File: config.mk
export PLATFORM = sky130hd
export DESIGN_NAME = rom_loader
export DESIGN_NICKNAME = d
export VERILOG_FILES = /design/src/rtl/rom_loader.sv
export SDC_FILE = /design/constraint.sdc
export NUM_CORES = 1
export LEC_CHECK = 0
export ABC_AREA = 1
export BUFFER_PORTS_ARGS = -buffer_cell sky130_fd_sc_hd__buf_2
export CAP_MARGIN = 15
export CORE_ASPECT_RATIO = 1.4
export CORE_UTILIZATION = 52
export CTS_CLUSTER_SIZE = 8
export DETAILED_ROUTE_END_ITERATION = 6
export MAX_ROUTING_LAYER = met4
export PLACE_DENSITY_LB_ADDON = 0.05
export SLEW_MARGIN = 15
export SYNTH_ARGS = -nofsm -noshare
export SYNTH_HDL_FRONTEND = slang
export SYNTH_SLANG_ARGS = --single-unit
File: constraint.sdc
create_clock -name clock -period 2.3 [get_ports clock]
set_clock_uncertainty 0.2 [all_clocks]
set_input_delay 0.69 -clock clock [delete_from_list [all_inputs] [get_ports clock]]
set_output_delay 0.69 -clock clock [all_outputs]
set_load 0.03 [all_outputs]
File: src/rtl/rom_loader.sv
// Streams a byte-wide ROM image into a word-wide memory, packing four
// consecutive bytes little-endian per 32-bit write.
module rom_loader #(
  parameter logic [31:0] BASE_ADDRESS = 32'd0
) (
  input  logic        clock,
  input  logic        reset_n,
  input  logic        start,
  output logic [31:0] rom_address,
  input  logic [7:0]  rom_byte,
  input  logic        rom_done,
  output logic        mem_write,
  output logic [31:0] mem_address,
  output logic [31:0] mem_data,
  input  logic        mem_ready,
  output logic        busy,
  output logic        finished,
  output logic [31:0] byte_count,
  output logic [1:0]  dbg_state
);

  // Handshake: a word transfers on every rising edge where mem_write and
  // mem_ready are both high; mem_write/mem_address/mem_data hold until then.
  typedef enum logic [1:0] {
    S_IDLE  = 2'd0,
    S_FETCH = 2'd1,
    S_WRITE = 2'd2,
    S_DONE  = 2'd3
  } state_t;

  state_t      r_state;
  logic [31:0] r_rom_address;
  logic [31:0] r_byte_count;
  logic [31:0] r_pack;
  logic [29:0] r_word_index;
  logic        r_last;
  logic        r_mem_write;
  logic [31:0] r_mem_address;
  logic [31:0] r_mem_data;
  logic        r_busy;
  logic        r_finished;

  logic [1:0]  w_lane;
  logic [31:0] w_pack_next;
  logic [31:0] w_word_addr;

  assign w_lane      = r_rom_address[1:0];
  assign w_word_addr = BASE_ADDRESS + {r_word_index, 2'b00};

  always_comb begin
    w_pack_next = r_pack;
    w_pack_next[{w_lane, 3'b000} +: 8] = rom_byte;
  end

  always_ff @(posedge clock or negedge reset_n) begin
    if (!reset_n) begin
      r_state       <= S_IDLE;
      r_rom_address <= 32'd0;
      r_byte_count  <= 32'd0;
      r_pack        <= 32'd0;
      r_word_index  <= 30'd0;
      r_last        <= 1'b0;
      r_mem_write   <= 1'b0;
      r_mem_address <= 32'd0;
      r_mem_data    <= 32'd0;
      r_busy        <= 1'b0;
      r_finished    <= 1'b0;
    end else begin
      case (r_state)
        S_IDLE, S_DONE: begin
          if (start) begin
            r_rom_address <= 32'd0;
            r_byte_count  <= 32'd0;
            r_pack        <= 32'd0;
            r_word_index  <= 30'd0;
            r_last        <= 1'b0;
            r_finished    <= 1'b0;
            r_busy        <= 1'b1;
            r_state       <= S_FETCH;
          end
        end
        S_FETCH: begin
          r_pack       <= w_pack_next;
          r_byte_count <= r_byte_count + 32'd1;
          // A word closes on lane 3 or on the last ROM byte; unfilled lanes stay zero.
          if (w_lane == 2'd3 || rom_done) begin
            r_last        <= rom_done;
            r_mem_write   <= 1'b1;
            r_mem_address <= w_word_addr;
            r_mem_data    <= w_pack_next;
            r_state       <= S_WRITE;
          end else begin
            r_rom_address <= r_rom_address + 32'd1;
          end
        end
        S_WRITE: begin
          if (mem_ready) begin
            r_mem_write <= 1'b0;
            if (r_last) begin
              r_busy     <= 1'b0;
              r_finished <= 1'b1;
              r_state    <= S_DONE;
            end else begin
              r_rom_address <= r_rom_address + 32'd1;
              r_word_index  <= r_word_index + 30'd1;
              r_pack        <= 32'd0;
              r_state       <= S_FETCH;
            end
          end
        end
        default: r_state <= S_IDLE;
      endcase
    end
  end

  assign rom_address = r_rom_address;
  assign mem_write   = r_mem_write;
  assign mem_address = r_mem_address;
  assign mem_data    = r_mem_data;
  assign busy        = r_busy;
  assign finished    = r_finished;
  assign byte_count  = r_byte_count;
  assign dbg_state   = r_state;

endmodule

; ---- After elaboration in Yosys (flattened, before gate mapping)
; Cells that the tools add are included.
[classes]
addsub = 4
n_eq_ne = 10
shift = 2
mux = 32
n_reduce_logical = 15
[op_table]
columns = cell, n
row1 = $mux W32, 6
row2 = $pmux W32 S3, 2
row3 = $mux W30, 3
row4 = $add A32 B1 Y32 const B, 2
row5 = $pmux W32 S2, 1
row6 = $pmux W30 S2, 1
row7 = $bwmux W32, 1
row8 = $shift A8 B7 Y32 const A, 1
row9 = $shiftx A8 B7 Y32, 1
row10 = $add A30 B1 Y30 const B, 1
row11 = $ne A2 B2 Y1 const B, 6
row12 = $reduce_and A3 Y1, 4
row13 = $reduce_and A4 Y1, 3
row14 = $mux W1, 9
row15 = $mux W2, 4
row16 = $pmux W1 S2, 4
row17 = $neg A5 Y7, 1
row18 = $eq A2 B2 Y1 const B, 3
row19 = $pmux W2 S3, 1
row20 = $reduce_bool A2 Y1, 3
row21 = $reduce_and A2 Y1, 2
row22 = $eq A2 B1 Y1 const B, 1
row23 = $logic_not A2 Y1, 1
row24 = $reduce_or A2 Y1, 1
row25 = $logic_or A1 B1 Y1, 1
[word_totals]
reg_bits = 194
out_inout_bits = 133

; ---- Longest topological paths before layout
; Gate-level depths: netlist of the first run.
[logic_depth]
word_depth = 4
mapped_depth = 13
mapped_depth_nobuf = 11

; ---- Least setup slack after synthesis of the first run
; Ideal clock, no wire load.
[synth_path]
kind = register to register
from = register r_rom_address[0], in the netlist rom_address[0]
to = register r_mem_data[27], in the netlist mem_data[27]
setup_time_ns = 0.083
arrival_ns = 2.101
setup_slack_ns = -0.083
stages_incl_launch_ff = 8
path_buffers = 0
period_less_slack_ns = 2.383
cell_sequence = dfrtp_1 clkinv_1 ha_1 nor3_1 inv_1 nor2_1 a21oi_1 o21ai_0
[synth_via]
elab_chain_cells = 3
elab_cells_between_ends = 7
classes_between = add/sub (1) / eq/ne (1) / shift (2) / mux (1) / reduce/logical (2)
[synth_rtl]
columns = element, line
row1 = start: declaration, 32  ; logic [31:0] r_rom_address;
row2 = start signal: assignment, 93  ; r_rom_address <= r_rom_address + 32'd1;
row3 = start signal: assignment, 104  ; r_rom_address <= r_rom_address + 32'd1;
row4 = $neg A5 Y7 or $eq A2 B2 Y1 (tied branches), "52, 86"
row5 = "$shiftx A8 B7 Y32, or another cell as far along", 52  ; w_pack_next[{w_lane, 3'b000} +: 8] = rom_byte;
row6 = $bwmux W32 or $reduce_and A2 Y1 (tied branches), n/a
row7 = end signal: assignment, 90  ; r_mem_data <= w_pack_next;
row8 = end: declaration, 39  ; logic [31:0] r_mem_data;
; Several ways; a longest one is shown, not always the timed one.
; A chain may end at the register's enable or synchronous reset.

; ---- Final worst setup path of the first run
[layout_path]
from = register r_state[0], in the netlist dbg_state[0]
to = register r_byte_count[10], in the netlist byte_count[10]
[layout_via]
elab_chain_cells = 4
elab_cells_between_ends = 8
classes_between = eq/ne (3) / mux (1) / reduce/logical (4)
[layout_rtl]
columns = element, line
row1 = start: declaration, 31  ; state_t r_state;
row2 = start signal: assignment, 57  ; r_state <= S_IDLE;
row3 = start signal: assignment, 79  ; r_state <= S_FETCH;
row4 = start signal: assignment, 91  ; r_state <= S_WRITE;
row5 = $eq A2 B2 Y1 or $logic_not A2 Y1 (tied branches), 69  ; case (r_state)
row6 = $reduce_or A2 Y1, 69
row7 = $ne A2 B2 Y1 (no line) or $reduce_bool A2 Y1 (tied branches), n/a
row8 = $reduce_and A2 Y1 (no line), n/a
row9 = end signal: assignment, 84  ; r_byte_count <= r_byte_count + 32'd1;
row10 = end: declaration, 33  ; logic [31:0] r_byte_count;
; Several ways; a longest one is shown, not always the timed one.

==> results of run 1 <==
## cells in the mapped netlist (10+ instances only)
master    instances  area (sq um)
dfrtp_1         194          4850
a21oi_1          57           285
clkbuf_1         13          48.8
buf_2            13          65.1
inv_1           160           601
nor2_1          198           743
o21ai_0          87           435
ha_1             11           138
nand4_1          10          62.6
nor3_1           14          70.1
nand3_1          96           480
o22ai_1          37           231
nand2_1         361          1360
## power groups by stage
stage          logic (mW)  registers [mW]  clock network, mW
2_1_floorplan        2.73            4.30                  0
3_3_place_gp         4.21            3.94                  0
3_5_place_dp         4.25            3.95                  0
4_1_cts              4.27            3.88               3.29
5_1_grt              4.76            3.92               3.42
6_report             4.29            3.88               3.23
## worst max-delay path, cell delays in order (launching register included)
cell and delay (ns):
dfrtp_2 0.43, inv_1 0.07, ha_2 0.31, inv_2 0.07, nand2_1 0.06, nand2_2 0.18, nand2_1 0.16, inv_1 0.15
nand2_1 0.09, o21ai_0 0.23, a21oi_1 0.11
## sequential cells by signal (all words and copies together) (netlist names)
| signal | flops |
|---|---|
| dbg_state | 2 |
| rom_address | 32 |
| mem_data | 32 |
| byte_count | 32 |
| mem_address | 30 |
| busy | 1 |
| r_pack | 32 |
| finished | 1 |
| mem_write | 1 |
| r_last | 1 |
| r_word_index | 30 |
## placed cells by master, fill, tap and decap left out, types with 6 or more instances in the layout
master / n
dfrtp_1: 192
buf_2: 142
a21oi_1: 57
nor2_1: 196
nor2_2: 10
nand2_1: 361
o22ai_1: 37
nand2_2: 6
ha_1: 10
nand3_1: 94
buf_4: 27
clkbuf_16: 17
o21ai_0: 87
nand4_1: 10
inv_1: 159
nor2_4: 9
nor3_1: 14
## per-layer routing
layer / track usage / vias to the layer above
met5: - / -
met2: 0.465 / 183
met1: 0.319 / 4185
li1: - / 4509
met3: 0.0522 / 37
met4: 0.0783 / 0
## cell families (layout without fill, tap and decap cells)
family	count (synthesis)	in the layout
adder cells (fa/ha/maj)	11	11
flip-flops	194	194
AND/OR/NAND/NOR	710	710
XOR/XNOR	2	2
other	1	2
AO/OA/AOI/OAI	198	198
buffers and inverters	205	370
## worst paths after layout
| path | startpoint | end | slack (ns) |
|---|---|---|---|
| hold reg to reg | mem_address[27]$_DFFE_PN0P_ | mem_address[27]$_DFFE_PN0P_ | 0.28 |
| hold / removal | mem_address[27]$_DFFE_PN0P_ | mem_address[27]$_DFFE_PN0P_ | 0.28 |
| setup / recovery | dbg_state[0]$_DFFE_PN0P_ | byte_count[10]$_DFFE_PN0P_ | 0.13 |
| min in group asynchronous | reset_n | r_pack[21]$_DFFE_PN0P_ | 0.49 |
| setup reg to reg | dbg_state[0]$_DFFE_PN0P_ | byte_count[10]$_DFFE_PN0P_ | 0.13 |
| max in group asynchronous | reset_n | byte_count[15]$_DFFE_PN0P_ | 0.75 |
## metrics by stage
step | cells | instance area [sq um]
floorplan | 1322 | 9930
global placement | 1699 | 11000
detailed placement | 1699 | 11000
CTS | 1731 | 11700
global route | 1731 | 11700
finish | 1731 | 11700
## final cells by class
| class | instances | area, sq um |
|---|---|---|
| fillers | 1717 | 6990 |
| flip-flops and latches | 194 | 4860 |
| multi-input cells | 923 | 4240 |
| repair buffers | 175 | 1020 |
| inverters | 164 | 619 |
| clock buffers | 21 | 470 |
| well taps | 244 | 305 |
| clock inverters | 10 | 173 |
## what timing repair did
action                     in CTS  in global routing
setup endpoints to repair       0                 42
hold buffers                    1                  0
gates resized for setup         0                  8
hold endpoints to repair       16                  0
==> impl_metrics.yaml, run 1 <==
grt:
  antenna_found_initial: 0
  grt_pass1_vias: 8328
  grt-ovfl-total: 0
  grt_pass1_wl_mm: 40.7
  grt_max_degree: 59
  grt.total_usage: 0.269
power_and_ir_drop:
  combPwrFrac: 0.376
  internal_power_mw: 6.86
  p_sw_frac: 0.398
  p_leak_nw: 5.88
  ir_drop_v: 0.000598
  p_total_mw: 11.4
  p_switching_mw: 4.54
  powerDensity_nw_per_um2: 976
  p_seq_frac: 0.340
  clockPowerShare: 0.283
drt:
  wl_met3_mm: 1.06
  top_layer: "met4"
  vias: 8914
  first_pass_iters: 5
  drtIter0Drc: 542
  met1Wirelength_mm: 10.6
  antenna_left: 0
  wl_met2_mm: 12.7
  viasPerCell: 5.15
  drc: 0
  drt-wirelength-per-cell_um: 14.3
  wl_mm: 24.8
synthesis:
  async_reset_ff_frac: 1.00
  synth-edff-count: 0
  yosys.area_share.simple: 0.300
  synth.area.mux_share: 0
  ys_seq_area_frac: 0.489
  synth_cell_type_count: 36
  synth-compound-area-share: 0.108
  synth_xor_area_frac: 0.00176
  avgSynthCellArea_sq_um: 7.51
  ys_ff_latch: 194
  synthFlopType: "dfrtp_1"
  ys_warn_count: 0
  synth_area_sq_um: 9930
  synth_top_family_by_area: "simple AND/OR/NAND/NOR gates"
  synth_fa_ha_area_frac: 0.0139
  synthCells: 1321
layout:
  insertedDiodeCount: 0
  drive_gt1_frac: 0.164
  area_growth_pct: 17.7
  nets: 1499
  final_core_util: 0.626
setup_path:
  critical_path_class: "reg2reg"
  worstPathRequired_ns: 2.41
  reg2regPathDepth: 10
  cp-start-kind: "flip-flop"
  arrival_ns: 2.28
  end_kind: "flip-flop"
  cp_max_fo: 9
status:
  outcome: "completed"
die:
  initial_core_util: 0.532
  die_area_sq_um: 19700
  core-area_sq_um: 18700
  num_rows: 59
  io_pins: 146
  die_w_um: 119
  die_y_um: 165
clock_tree:
  clk_latency_ns: 0.43
  cts_setup_buffers: 0
  cts.clk_slew.worst_paths_ns: 0.07
  numCtsBuffers: 17
  clockBufferDepth: 2
  cts_tree: "done"
  cts.htree.levels: 4
  cts_num_sinks: 194
  cts_root_buffer: "clkbuf_16"
flow_run:
  maxCapViolations: 0
timing:
  setup_violations: 0
  fmax_ghz: 0.461
  holdWs_ns: 0.276
  fin_crit_ns: 2.17
  fin_crit_sh: 0.943
  fin_setup_tns_ns: 0
  fin_ws_ns: 0.130
  drv_slew: 0
  hold_viol: 0
placed_design:
  hpwl_mm: 18.2
  port_buffers: 143
  gp_congestion: 0.906
  pre_cts_ws_ns: 0.0990
worst_hold_path:
  hold_path_depth: 2
  holdCritPathClass: "reg2reg"
Note: power is estimated with default switching activity, not from simulation.
==> run 2, diff against run 1 <==
- CORE_MARGIN: default -> 2
==> impl_metrics.yaml, run 2 (synthesized netlist as in run 1, its figures left out) <==
timing:
  drv_slew: 0
  hold_viol: 0
  holdWs_ns: 0.276
  setup_violations: 0
  fin_crit_ns: 2.14
  fmax_ghz: 0.467
  fin_ws_ns: 0.160
  fin_setup_tns_ns: 0
  fin_crit_sh: 0.930
setup_path:
  r2r_slack_ns: 0.16
  worstPathRequired_ns: 2.41
  arrival_ns: 2.25
  critical_path_class: "reg2reg"
  r2r_start: "dbg_state[0]$_DFFE_PN0P_"
  cp_max_fo: 9
  end_kind: "flip-flop"
  reg2regPathDepth: 9
  cp-start-kind: "flip-flop"
  r2r_end: "byte_count[21]$_DFFE_PN0P_"
worst_hold_path:
  holdCritPathClass: "reg2reg"
  worstHoldStart: "mem_address[23]$_DFFE_PN0P_"
  min_to: "mem_address[23]$_DFFE_PN0P_"
  hold_path_depth: 2
clock_tree:
  clockBufferDepth: 2
  cts_root_buffer: "clkbuf_16"
  numCtsBuffers: 17
  cts_num_sinks: 194
  cts.htree.levels: 4
  cts.clk_slew.worst_paths_ns: 0.07
  clk_latency_ns: 0.43
  cts_tree: "done"
grt:
  antenna_found_initial: 0
  grt_max_degree: 51
  grt-ovfl-total: 0
  grt.total_usage: 0.266
  grt_pass1_wl_mm: 42.1
  grt_pass1_vias: 8670
layout:
  instances_no_fill: 1737
  design_area_sq_um: 11700
  drive_gt1_frac: 0.164
  nets: 1504
  area_growth_pct: 17.6
  layout_commonest_cell: "nand2_1"
  mostFrequentLayoutCells: "nand2_1 (361), nor2_1 (196), dfrtp_1 (193), inv_1 (160), buf_2 (142)"
  final_core_util: 0.625
  insertedDiodeCount: 0
drt:
  first_pass_iters: 5
  vias: 9020
  antenna_left: 0
  viasPerCell: 5.19
  drt-wirelength-per-cell_um: 14.5
  drc: 0
  drtIter0Drc: 604
  wl_mm: 25.2
die:
  io_pins: 146
  num_rows: 59
  die_area_sq_um: 20200
  die_y_um: 167
  die_w_um: 121
  core-area_sq_um: 18700
  initial_core_util: 0.532
flow_run:
  maxCapViolations: 0
power_and_ir_drop:
  p_leak_nw: 5.89
  p_total_mw: 11.3
  powerDensity_nw_per_um2: 969
  ir_drop_v: 0.000652
placed_design:
  placed_cell_area_sq_um: 11000
  hpwl_mm: 18.6
  gp_congestion: 0.886
  port_buffers: 143
  dp_cells: 1703
  pre_cts_ws_ns: 0.0760
status:
  outcome: "completed"
## run 2: worst max-delay path by stage
stage,from,to,depth (start not counted)
3_3_place_gp,dbg_state[0]$_DFFE_PN0P_,r_word_index[18]$_DFFE_PN0P_,11
6_report,dbg_state[0]$_DFFE_PN0P_,byte_count[21]$_DFFE_PN0P_,9
5_1_grt,dbg_state[0]$_DFFE_PN0P_,r_word_index[16]$_DFFE_PN0P_,11
2_1_floorplan,rom_address[0]$_DFFE_PN0P_,mem_data[27]$_DFFE_PN0P_,7
3_5_place_dp,dbg_state[0]$_DFFE_PN0P_,r_word_index[18]$_DFFE_PN0P_,11
4_1_cts,dbg_state[0]$_DFFE_PN0P_,r_word_index[17]$_DFFE_PN0P_,11
## run 2: area by class of cell
type                       count  area, sq um
timing repair buffer         180         1050
tap                          244          305
sequential                   194         4860
inverter                     164          616
clock buffer                  20          447
fill                        1731         7000
clock inverter                12          154
multi-input combinational    923         4240
## run 2: timing repair
action / in CTS / in global routing
endpoints found under the setup margin: 0 / 26
hold buffers: 0 / 1
hold endpoints to repair: 0 / 1
setup buffers: 0 / 1
gates resized for setup: 0 / 5
## run 2: metal layers
metal,vias up,GRT usage,share of wire
met2,234,0.441,0.51
met4,0,0.0865,0.022
met1,4231,0.326,0.42
li1,4518,-,-
met5,-,-,0
met3,37,0.0507,0.047
## run 2: where the power goes
group,switching [mW],internal [mW]
registers,0.198,3.68
logic,3.07,1.31
clock network,1.31,1.74
total,4.57,6.74
## run 2: critical path: stages, from the launching register on
cell	delay [ns]
dfrtp_1	0.41
inv_1	0.06
ha_2	0.38
nand2_1	0.08
nand2_2	0.18
nand3_1	0.24
nor2_4	0.26
nand3_1	0.10
nand2_1	0.07
nor2_1	0.04
==> run 3, diff against run 2 <==
- CORE_MARGIN: 2 -> 4
==> impl_metrics.yaml, run 3 (synthesized netlist as in run 1, its figures left out) <==
status:
  outcome: "completed"
placed_design:
  gp_congestion: 0.879
  dp_cells: 1706
  hpwl_mm: 19.1
  placed_cell_area_sq_um: 11100
  port_buffers: 143
grt:
  grt_pass1_vias: 8868
  grt_pass1_wl_mm: 43.6
  grt.total_usage: 0.255
  grt-ovfl-total: 0
  antenna_found_initial: 0
  grt_max_degree: 59
die:
  die_w_um: 125
  core-area_sq_um: 18700
  num_rows: 59
  io_pins: 146
  initial_core_util: 0.532
  die_area_sq_um: 21400
  die_y_um: 171
layout:
  instances_no_fill: 1741
  drive_gt1_frac: 0.168
  layout_commonest_cell: "nand2_1"
  area_growth_pct: 18.0
  multiInputGateArea_sq_um: 4240
  mostFrequentLayoutCells: "nand2_1 (361), nor2_1 (197), dfrtp_1 (193), inv_1 (160), buf_2 (142)"
  final_core_util: 0.627
  design_area_sq_um: 11700
  fillers: 1751
  nets: 1508
  insertedDiodeCount: 0
  ff_latch_area_sq_um: 4860
drt:
  drc: 0
  viasPerCell: 5.20
  drt-wirelength-per-cell_um: 14.7
  drtIter0Drc: 574
  antenna_left: 0
  vias: 9054
  first_pass_iters: 5
  wl_mm: 25.7
flow_run:
  maxCapViolations: 0
setup_path:
  crit_buf_inv: 3
  critical_path_class: "reg2reg"
  crit_slowest_cell: "dfrtp_1"
  r2r_slack_ns: 0.17
  crit_chain: "inv_1 > ha_2 > nand2_1 > nand2_2 > buf_4 > inv_1 > nor3_1 > nand2_1 > nand2_1 > nor2_1"
  cpMostUsedCell: "nand2_1"
  cp_max_fo: 10
  r2r_end: "byte_count[7]$_DFFE_PN0P_"
  critical_path.endpoint: "byte_count[7]$_DFFE_PN0P_"
  arrival_ns: 2.25
  cp_num_cells: 10
  path_delay_family: "simple AND/OR/NAND/NOR gates"
  cp-start-kind: "flip-flop"
  reg2regPathDepth: 10
  r2r_start: "dbg_state[0]$_DFFE_PN0P_"
  slowest_delay_ns: 0.39
  end_kind: "flip-flop"
  worstPathRequired_ns: 2.43
  crit_start: "dbg_state[0]$_DFFE_PN0P_"
power_and_ir_drop:
  powerDensity_nw_per_um2: 958
  p_leak_nw: 5.90
  ir_drop_v: 0.000603
timing:
  fin_crit_ns: 2.13
  max_slew_margin: 0.625
  worst_slew_pin_slew_ns: 0.562
  fin_setup_tns_ns: 0
  setup_violations: 0
  drv_slew: 0
  fmax_ghz: 0.470
  fin_crit_sh: 0.925
  hold_viol: 0
clock_tree:
  cts_tree: "done"
  numCtsBuffers: 17
  clockBufferDepth: 2
  cts.htree.levels: 4
  cts_num_sinks: 194
  cts_hold_buf: 0
  cts.clk_slew.worst_paths_ns: 0.07
  clk_latency_ns: 0.43
  cts_root_buffer: "clkbuf_16"
worst_hold_path:
  holdCritPathClass: "in2async"
[run 3: cell count changes in the layout (fill, tap and decap cells not counted), sizes merged]
cell	change
dlygate4sd3	-1
buf	+5
bufinv	-2
clkinv	-1
clkinvlp	+1
inv	+2
[run 3: final cells by class]
cell class                      count  area share
Timing Repair Buffer              184      0.0956
Clock inverter                     12      0.0103
Sequential cell                   194       0.414
Inverter                          164      0.0525
Tap cell                          244      0.0261
Clock buffer                       20      0.0390
Multi-Input combinational cell    923       0.362
[run 3: stage by stage]
step                      worst slack, ns  total power [mW]  hold slack, ns
after floorplan                     0.129              7.03           0.194
after global placement              0.165              8.21           0.259
after detailed placement           0.0419              8.29           0.262
after CTS                          0.0387              11.2          0.0572
after global routing              -0.0136              12.0          0.0684
final                               0.173              11.2          0.0491
[run 3: worst min-delay path by stage]
stage	to	startpoint	depth (start not counted)	slack, ns
after floorplan	busy$_DFFE_PN0P_	reset_n	0	0.19
after global placement	mem_address[15]$_DFFE_PN0P_	mem_address[15]$_DFFE_PN0P_	2	0.26
after detailed placement	mem_address[27]$_DFFE_PN0P_	mem_address[27]$_DFFE_PN0P_	2	0.26
after CTS	r_pack[7]$_DFFE_PN0P_	reset_n	1	0.06
after global routing	r_pack[7]$_DFFE_PN0P_	reset_n	1	0.07
final	r_pack[7]$_DFFE_PN0P_	reset_n	1	0.05
[run 3: where the power goes]
part	internal [mW]	total [mW]	switching (mW)
clock	1.57	2.93	1.36
combinational	1.34	4.41	3.07
sequential	3.68	3.88	0.202
[run 3: repair_timing]
action / 4_1_cts / 5_1_grt
setup endpoints to repair: 0 / 52
buffers inserted: 0 / 3
resized for setup: 0 / 6
[run 3: per-layer routing]
metal	vias to the layer above	global-route usage	wire, um
li1	4519	-	-
met1	4292	0.305	10800
met2	205	0.438	13200
met3	38	0.0568	1180
met4	0	0.0734	541
met5	-	-	0
